<file path="src/rtl/seg_scan_ctrl.sv">
// seg_scan_ctrl: 8-digit multiplexed seven-segment scanner with dead-time blanking and hex decode.
// Optional blink masking is built only when SEG_BLINK_EN is defined.
module seg_scan_ctrl #(
    parameter int SCAN_DIV  = 12500,
    parameter int BLANK_CYC = 8,
    parameter int BLINK_DIV = 250
) (
    input  logic        clk,
    input  logic        rst,
    input  logic [31:0] digits,
    input  logic [7:0]  blank_mask,
    input  logic [7:0]  dp_mask,
    input  logic [7:0]  blink_mask,
    output logic [7:0]  anode,
    output logic [6:0]  seg,
    output logic        dp,
    output logic        frame_start
);
    localparam int CW = $clog2(SCAN_DIV);
    typedef enum logic {BLANK, SHOW} state_t;
    state_t      state;
    logic [2:0]  idx;
    logic [CW-1:0] cnt;
    logic [31:0] sh_digits;
    logic [7:0]  sh_blank, sh_dp;
    logic        blank_end, show_end, frame, phase_n, on;
    logic [31:0] d_n;
    logic [7:0]  b_n, p_n, k_n;
    logic [3:0]  nib;
    function automatic logic [6:0] hex7(input logic [3:0] v);
        case (v)
            4'h0: hex7 = 7'b1000000;
            4'h1: hex7 = 7'b1111001;
            4'h2: hex7 = 7'b0100100;
            4'h3: hex7 = 7'b0110000;
            4'h4: hex7 = 7'b0011001;
            4'h5: hex7 = 7'b0010010;
            4'h6: hex7 = 7'b0000010;
            4'h7: hex7 = 7'b1111000;
            4'h8: hex7 = 7'b0000000;
            4'h9: hex7 = 7'b0010000;
            4'ha: hex7 = 7'b0001000;
            4'hb: hex7 = 7'b0000011;
            4'hc: hex7 = 7'b1000110;
            4'hd: hex7 = 7'b0100001;
            4'he: hex7 = 7'b0000110;
            default: hex7 = 7'b0001110;
        endcase
    endfunction
    assign blank_end = (state == BLANK) && (cnt == CW'(BLANK_CYC - 1));
    assign show_end  = (state == SHOW) && (cnt == CW'(SCAN_DIV - BLANK_CYC - 1));
    assign frame     = blank_end && (idx == 3'd0);
    // On the frame edge the shadows load on the same clock, so decode from the live inputs
    assign d_n = frame ? digits : sh_digits;
    assign b_n = frame ? blank_mask : sh_blank;
    assign p_n = frame ? dp_mask : sh_dp;
    assign nib = d_n[4*idx +: 4];
    assign on  = ~b_n[idx] & ~(phase_n & k_n[idx]);
`ifdef SEG_BLINK_EN
    localparam int FW = $clog2(BLINK_DIV + 1);
    logic [FW-1:0] fcnt;
    logic          phase;
    logic [7:0]    sh_blink;
    assign k_n     = frame ? blink_mask : sh_blink;
    assign phase_n = (frame && fcnt == FW'(BLINK_DIV)) ? ~phase : phase;
    always_ff @(posedge clk or posedge rst) begin
        if (rst) begin
            fcnt     <= '0;
            phase    <= 1'b0;
            sh_blink <= '0;
        end else if (frame) begin
            fcnt     <= (fcnt == FW'(BLINK_DIV)) ? FW'(1) : fcnt + FW'(1);
            phase    <= phase_n;
            sh_blink <= blink_mask;
        end
    end
`else
    logic unused_blink;
    assign unused_blink = ^blink_mask ^ (BLINK_DIV == 0);
    assign k_n     = 8'h00;
    assign phase_n = 1'b0;
`endif
    always_ff @(posedge clk or posedge rst) begin
        if (rst) begin
            state       <= BLANK;
            idx         <= '0;
            cnt         <= '0;
            sh_digits   <= '0;
            sh_blank    <= '0;
            sh_dp       <= '0;
            anode       <= 8'hFF;
            seg         <= 7'h7F;
            dp          <= 1'b1;
            frame_start <= 1'b0;
        end else begin
            frame_start <= frame;
            if (frame) begin
                sh_digits <= digits;
                sh_blank  <= blank_mask;
                sh_dp     <= dp_mask;
            end
            if (blank_end) begin
                state <= SHOW;
                cnt   <= '0;
                anode <= on ? ~(8'h01 << idx) : 8'hFF;
                seg   <= hex7(nib);
                dp    <= ~(on & p_n[idx]);
            end else if (show_end) begin
                state <= BLANK;
                cnt   <= '0;
                idx   <= idx + 3'd1;
                anode <= 8'hFF;
                seg   <= 7'h7F;
                dp    <= 1'b1;
            end else begin
                cnt <= cnt + CW'(1);
            end
        end
    end
endmodule

</file>
<file path="config.mk">
export PLATFORM = sky130hd
export DESIGN_NAME = seg_scan_ctrl
export DESIGN_NICKNAME = d
export VERILOG_FILES = /design/src/rtl/seg_scan_ctrl.sv
export SDC_FILE = /design/constraint.sdc
export NUM_CORES = 1
export LEC_CHECK = 0
export CAP_MARGIN = 5
export CORE_MARGIN = 2
export CORE_UTILIZATION = 31
export DETAILED_ROUTE_END_ITERATION = 6
export GPL_ROUTABILITY_DRIVEN = 0
export PLACE_DENSITY = 0.58
export SLEW_MARGIN = 20
export SYNTH_ARGS = -nofsm -noshare
export SYNTH_HDL_FRONTEND = slang
export SYNTH_SLANG_ARGS = --single-unit
</file>
<file path="constraint.sdc">
create_clock -name clk -period 5.9 [get_ports clk]
set_clock_uncertainty 0.15 [all_clocks]
set_input_delay 1.18 -clock clk [delete_from_list [all_inputs] [get_ports clk]]
set_output_delay 1.18 -clock clk [all_outputs]
set_load 0.02 [all_outputs]
</file>
Word level (Yosys, flattened, before mapping)
Memory sizes are Yosys's and may differ from the RTL's.
Index checks and enable logic that the tools add are counted.
W data, S select, Z words.
{"block": "op_classes", "n_addsub": 2, "magnitude_cmp": 1, "n_eq_ne": 2, "shift": 2, "muxes": 18, "n_bitwise": 6, "reduce_logical": 6}
{"operator": "$mux W8", "count": 5}
{"operator": "$mux W32", "count": 1}
{"operator": "$shiftx A32 B6 Y4", "count": 1}
{"operator": "$mux W14", "count": 2}
{"operator": "$add A14 B1 Y14 const B", "count": 1}
{"operator": "$eq A14 B14 Y1 const B", "count": 1}
{"operator": "$eq A14 B3 Y1 const B", "count": 1}
{"operator": "$mux W7", "count": 2}
{"operator": "$not A8 Y8", "count": 1}
{"operator": "$shl A1 B3 Y8 const A", "count": 1}
{"operator": "$bmux W1 S3", "count": 2}
{"operator": "$mux W1", "count": 6}
{"operator": "$lt A3 B4 Y1 const B", "count": 1}
{"operator": "$not A1 Y1", "count": 4}
{"operator": "$add A3 B1 Y3 const B", "count": 1}
{"operator": "$logic_and A1 B1 Y1", "count": 3}
{"operator": "$logic_not A3 Y1", "count": 1}
{"operator": "$reduce_and A2 Y1", "count": 1}
{"operator": "$reduce_bool A2 Y1", "count": 1}
{"operator": "$and A1 B1 Y1", "count": 1}
{"block": "word_totals", "ff_bits": 83, "mem_bits_ro": 112, "in_bits": 58, "out_inout_bits": 17, "word_cells": 48, "mem_count": 1}
{"memory": "(no name shown)", "depth": 16, "width": 7, "rd": 1, "rd_ports_with_merged_regs": 0, "write_ports": 0, "line_no": "31", "rtl": "case (v)"}

Longest topological paths before layout
{"block": "logic_depth", "depth_word": 10, "ltp_mapped": 15, "depth_no_buf": 12}

Worst setup path after synthesis
No wires, ideal clock.
{"block": "synth_path", "kind": "reg-to-reg", "startpoint": "register idx[1]", "endpoint": "register seg[0]", "setup_time_ps": 88, "arrival_ps": 4084, "required_time_ps": 5662, "slack_ps": 1579, "stages_incl_launch_ff": 16, "n_path_buf": 3, "synth_period_minus_slack_ps": 4321, "cell_sequence": "dfrtp_1 inv_1 clkbuf_1 ha_1 or4b_1 or4_4 buf_6 buf_2 mux4_2 a22oi_1 nand3_1 inv_1 ha_1 and4b_1 mux2_2 a221oi_2"}
{"block": "synth_via", "elab_chain_len": 6}
{"item": "start, declared", "line_no": "22", "rtl": "logic [2:0] idx;"}
{"item": "start signal, assigned", "line_no": "111", "rtl": "idx <= idx + 3'd1;"}
{"item": "$logic_not A3 Y1", "line_no": "52", "rtl": "assign frame = blank_end && (idx == 3'd0);"}
{"item": "$logic_and A1 B1 Y1", "line_no": "52"}
{"item": "$mux W32", "line_no": "54", "rtl": "assign d_n = frame ? digits : sh_digits;"}
{"item": "$shiftx A32 B6 Y4 *", "line_no": "57", "rtl": "assign nib = d_n[4*idx +: 4];"}
{"item": "$mem_v2 Z16 W7 *"}
{"item": "$mux W7 *", "line_no": "102", "rtl": "if (blank_end) begin"}
{"item": "end signal, assigned", "line_no": "106", "rtl": "seg <= hex7(nib);"}
{"item": "end, declared", "line_no": "15", "rtl": "output logic [6:0] seg,"}
Mark *: on every way between the ends. The rest lies on a longest branch, timed or not.
A chain may end at the register's enable or synchronous reset.

Worst setup path after layout
{"block": "layout_path", "startpoint": "register idx[1]", "endpoint": "register seg[5]"}
The elaborated chain is that of the path after synthesis.

==> run metrics <==
status=completed; internal reg-to-reg setup slack=around 1.3 ns; register area=about 2100 sq um; Startpoint Class=register; CTS Sinks=between 80 and 90; Worst-path clk slew=around 0.06 ns; CTS tree=yes; Fillers=between 1000 and 1500; post-synthesis xor/xnor area fraction=0.0287; P_sw=between 200 and 300 uW; switching share of total power=0.223; max-cap viol count=0; n_diodes=0; Compound-Gate Fraction of Synth Area=0.0886; first-pass GRT wire length=about 15000 um; critical path capture point type=register; vias in the first global route=3000; RSZ-0062 raised after global routing=false; fraction of the cycle the final worst path needs=0.778; syn nets=roughly 420; most frequent cells in the layout=dfrtp_1 (67), clkdlybuf4s50_1 (66), mux2_2 (49); WHS=0.342 ns; clock share of power=0.414; Worst Tran Pin Value=0.779 ns; vias after detailed routing=between 2000 and 3000; commonest non-fill, non-tap cell in the layout=dfrtp_1; adder-cell share of the synthesized area=0.0380; Period minus WS final=about 4.6 ns; layout cells sized above 1=0.246; Pint=around 960 uW; largest family of logic cells by synthesized area=multiplexers; Syn-to-layout area delta=25.7%; drt via density=5.04; nets@finish=481; Hold Violations, Final=0; Final Non-Filler Cells=roughly 590; PD cells=between 200 and 250 nW/um^2; initial antenna violation count=0; leakage=approximately 0.0022 uW; prevailing post-synth register cell=dfrtp_1; dpl cell area=slightly above 5000 sq um; critical path arrival=~4.7 ns; Finish-stage setup viols=0; Req. time, crit path=approximately 6 ns; core area=between 10000 and 15000 sq um; Reg power frac=0.490; post-CTS setup buffers=0; Syn Area/Cell=between 10 and 15 sq um; CTS buffer count=9; dpl hpwl=6850 um; largest net degree at the start of global routing=45; simple-gate share of the synthesized area=0.101; Synth Register Bits=between 80 and 90; Slew Limit Fails=0; worst IR drop on VDD=about 0.12 mV; Setup CP Type=reg -> reg; Worst-Skew Late Latency=about 0.34 ns; critical path fanouts, max=43; final setup TNS=0 ns; Starting Density=0.320; antenna viol nets, final=0; number of remaining DRC errors=0; maximum buffer depth of the clock tree=2; input/output buffers=66; count of hold-fix buffers inserted at cts=0; Die Y=about 120 um; htree depth=3; hold crit path type=reg -> reg; EDFF count, synth=0; Die ar.=about 15000 sq um; multi-input logic area=about 2100 sq um; Die Span X=about 120 um; mux contribution to synthesized area=0.223; GRT Util Overall=0.137; cell count after synthesis=approximately 350; routed wire length=just over 9000 um; Routed WL per cell=roughly 16 um; FMAX=between 200 and 250 MHz; Ports=75; grt ovf=0; post-synth cell types=49; Placed Cells=roughly 580; Finished Cell Area=~5400 sq um; Initial DRT Pass Iterations=4; async set-reset flop share out of synthesis=1.00; final core utilization=0.403; Slew headroom=0.479; First DRT Iteration DRCs=150; Seq/Total Area, Yosys=0.490; Yosys warning count=0; post-cts sizing count=0; synthesized area=approximately 4300 sq um; FP Rows=42; CTS root buffer=clkbuf_16; Logic pwr share=0.096
[per-layer routing]
metal / GRT usage / wire length (um) / vias to the layer above
li1: - / - / 1398
met1: 0.184 / 4380 / 1501
met2: 0.216 / 4380 / 66
met3: 0.0409 / 467 / 11
met4: 0.0417 / 128 / 0
met5: 0 / 0 / -
[metrics by stage]
step,worst slack (ns),power [uW]
floorplan,1.58,672
global placement,1.40,729
detailed placement,1.35,733
CTS,1.33,1250
global route,1.09,1290
finish,1.31,1230
[critical path: stages (launching register included)]
cell and delay, ns:
dfrtp_1 0.54, inv_1 0.14, ha_1 0.20, or4b_1 0.53
or4_4 0.73, buf_4 0.31, mux4_2 0.44, a22oi_1 0.14
and3_1 0.31, inv_1 0.15, ha_1 0.27, nand4b_1 0.22
o211a_1 0.17, o22a_1 0.17
[final timing paths]
check,from,end,depth (start not counted)
setup / recovery,idx[1]$_DFFE_PP0P_,seg[5]$_DFFE_PP1P_,13
setup reg to reg,idx[1]$_DFFE_PP0P_,seg[5]$_DFFE_PP1P_,13
max in group asynchronous,rst,seg[6]$_DFFE_PP1P_,3
min in group asynchronous,rst,sh_dp[0]$_DFF_PP0_,2
hold reg to reg,sh_dp[2]$_DFF_PP0_,sh_dp[2]$_DFF_PP0_,1
hold / removal,sh_dp[2]$_DFF_PP0_,sh_dp[2]$_DFF_PP0_,1
[area by class of cell]
| class | instances | area share |
|---|---|---|
| sequential | 83 | 0.390 |
| multi-input combinational | 234 | 0.382 |
| timing repair buffer | 70 | 0.128 |
| clock buffer | 13 | 0.0466 |
| tap | 176 | 0.0410 |
| inverter | 12 | 0.00861 |
| clock inverter | 3 | 0.00303 |
[cell families after synthesis]
family / count (synthesis)
AO/OA/AOI/OAI: 51
flip-flops: 83
XOR/XNOR: 14
AND/OR/NAND/NOR: 87
adder cells (fa/ha/maj): 13
buffers and inverters: 29
multiplexers: 69
[synthesized netlist by cell type, drive strengths merged, types with 2 or more instances]
master | count | share of area
dfrtp | 67 | 0.39
mux2 | 49 | 0.13
nor2 | 31 | 0.027
nand2 | 17 | 0.015
dfstp | 16 | 0.098
mux4 | 16 | 0.085
nand3 | 15 | 0.018
ha | 13 | 0.038
a21oi | 12 | 0.014
clkbuf | 12 | 0.011
inv | 11 | 0.0097
xnor2 | 8 | 0.016
a31oi | 7 | 0.010
and3 | 7 | 0.010
xor2 | 6 | 0.012
buf | 5 | 0.0085
o21ai | 5 | 0.0058
a21o | 4 | 0.0070
mux2i | 4 | 0.0094
nand4 | 4 | 0.0058
a2111oi | 3 | 0.011
a211oi | 3 | 0.0053
or4 | 3 | 0.0070
a22oi | 2 | 0.0035
nand2b | 2 | 0.0029
nand4b | 2 | 0.0041
o211ai | 2 | 0.0035
o22a | 2 | 0.0041
o31ai | 2 | 0.0035
o41a | 2 | 0.0053
[power by group through the flow]
stage,sequential [uW],combinational (uW),clock (uW)
6_report,603,118,510
4_1_cts,603,120,531
5_1_grt,605,129,553
3_5_place_dp,613,120,0
2_1_floorplan,616,55.7,0
3_3_place_gp,611,118,0
[sequential cells by signal, indices dropped and copies added, names as in the netlist]
| signal | count |
|---|---|
| anode | 8 |
| seg | 7 |
| cnt | 14 |
| frame_start | 1 |
| sh_blank | 8 |
| sh_digits | 32 |
| dp | 1 |
| state | 1 |
| idx | 3 |
| sh_dp | 8 |
(Power assumes the default switching activity.)
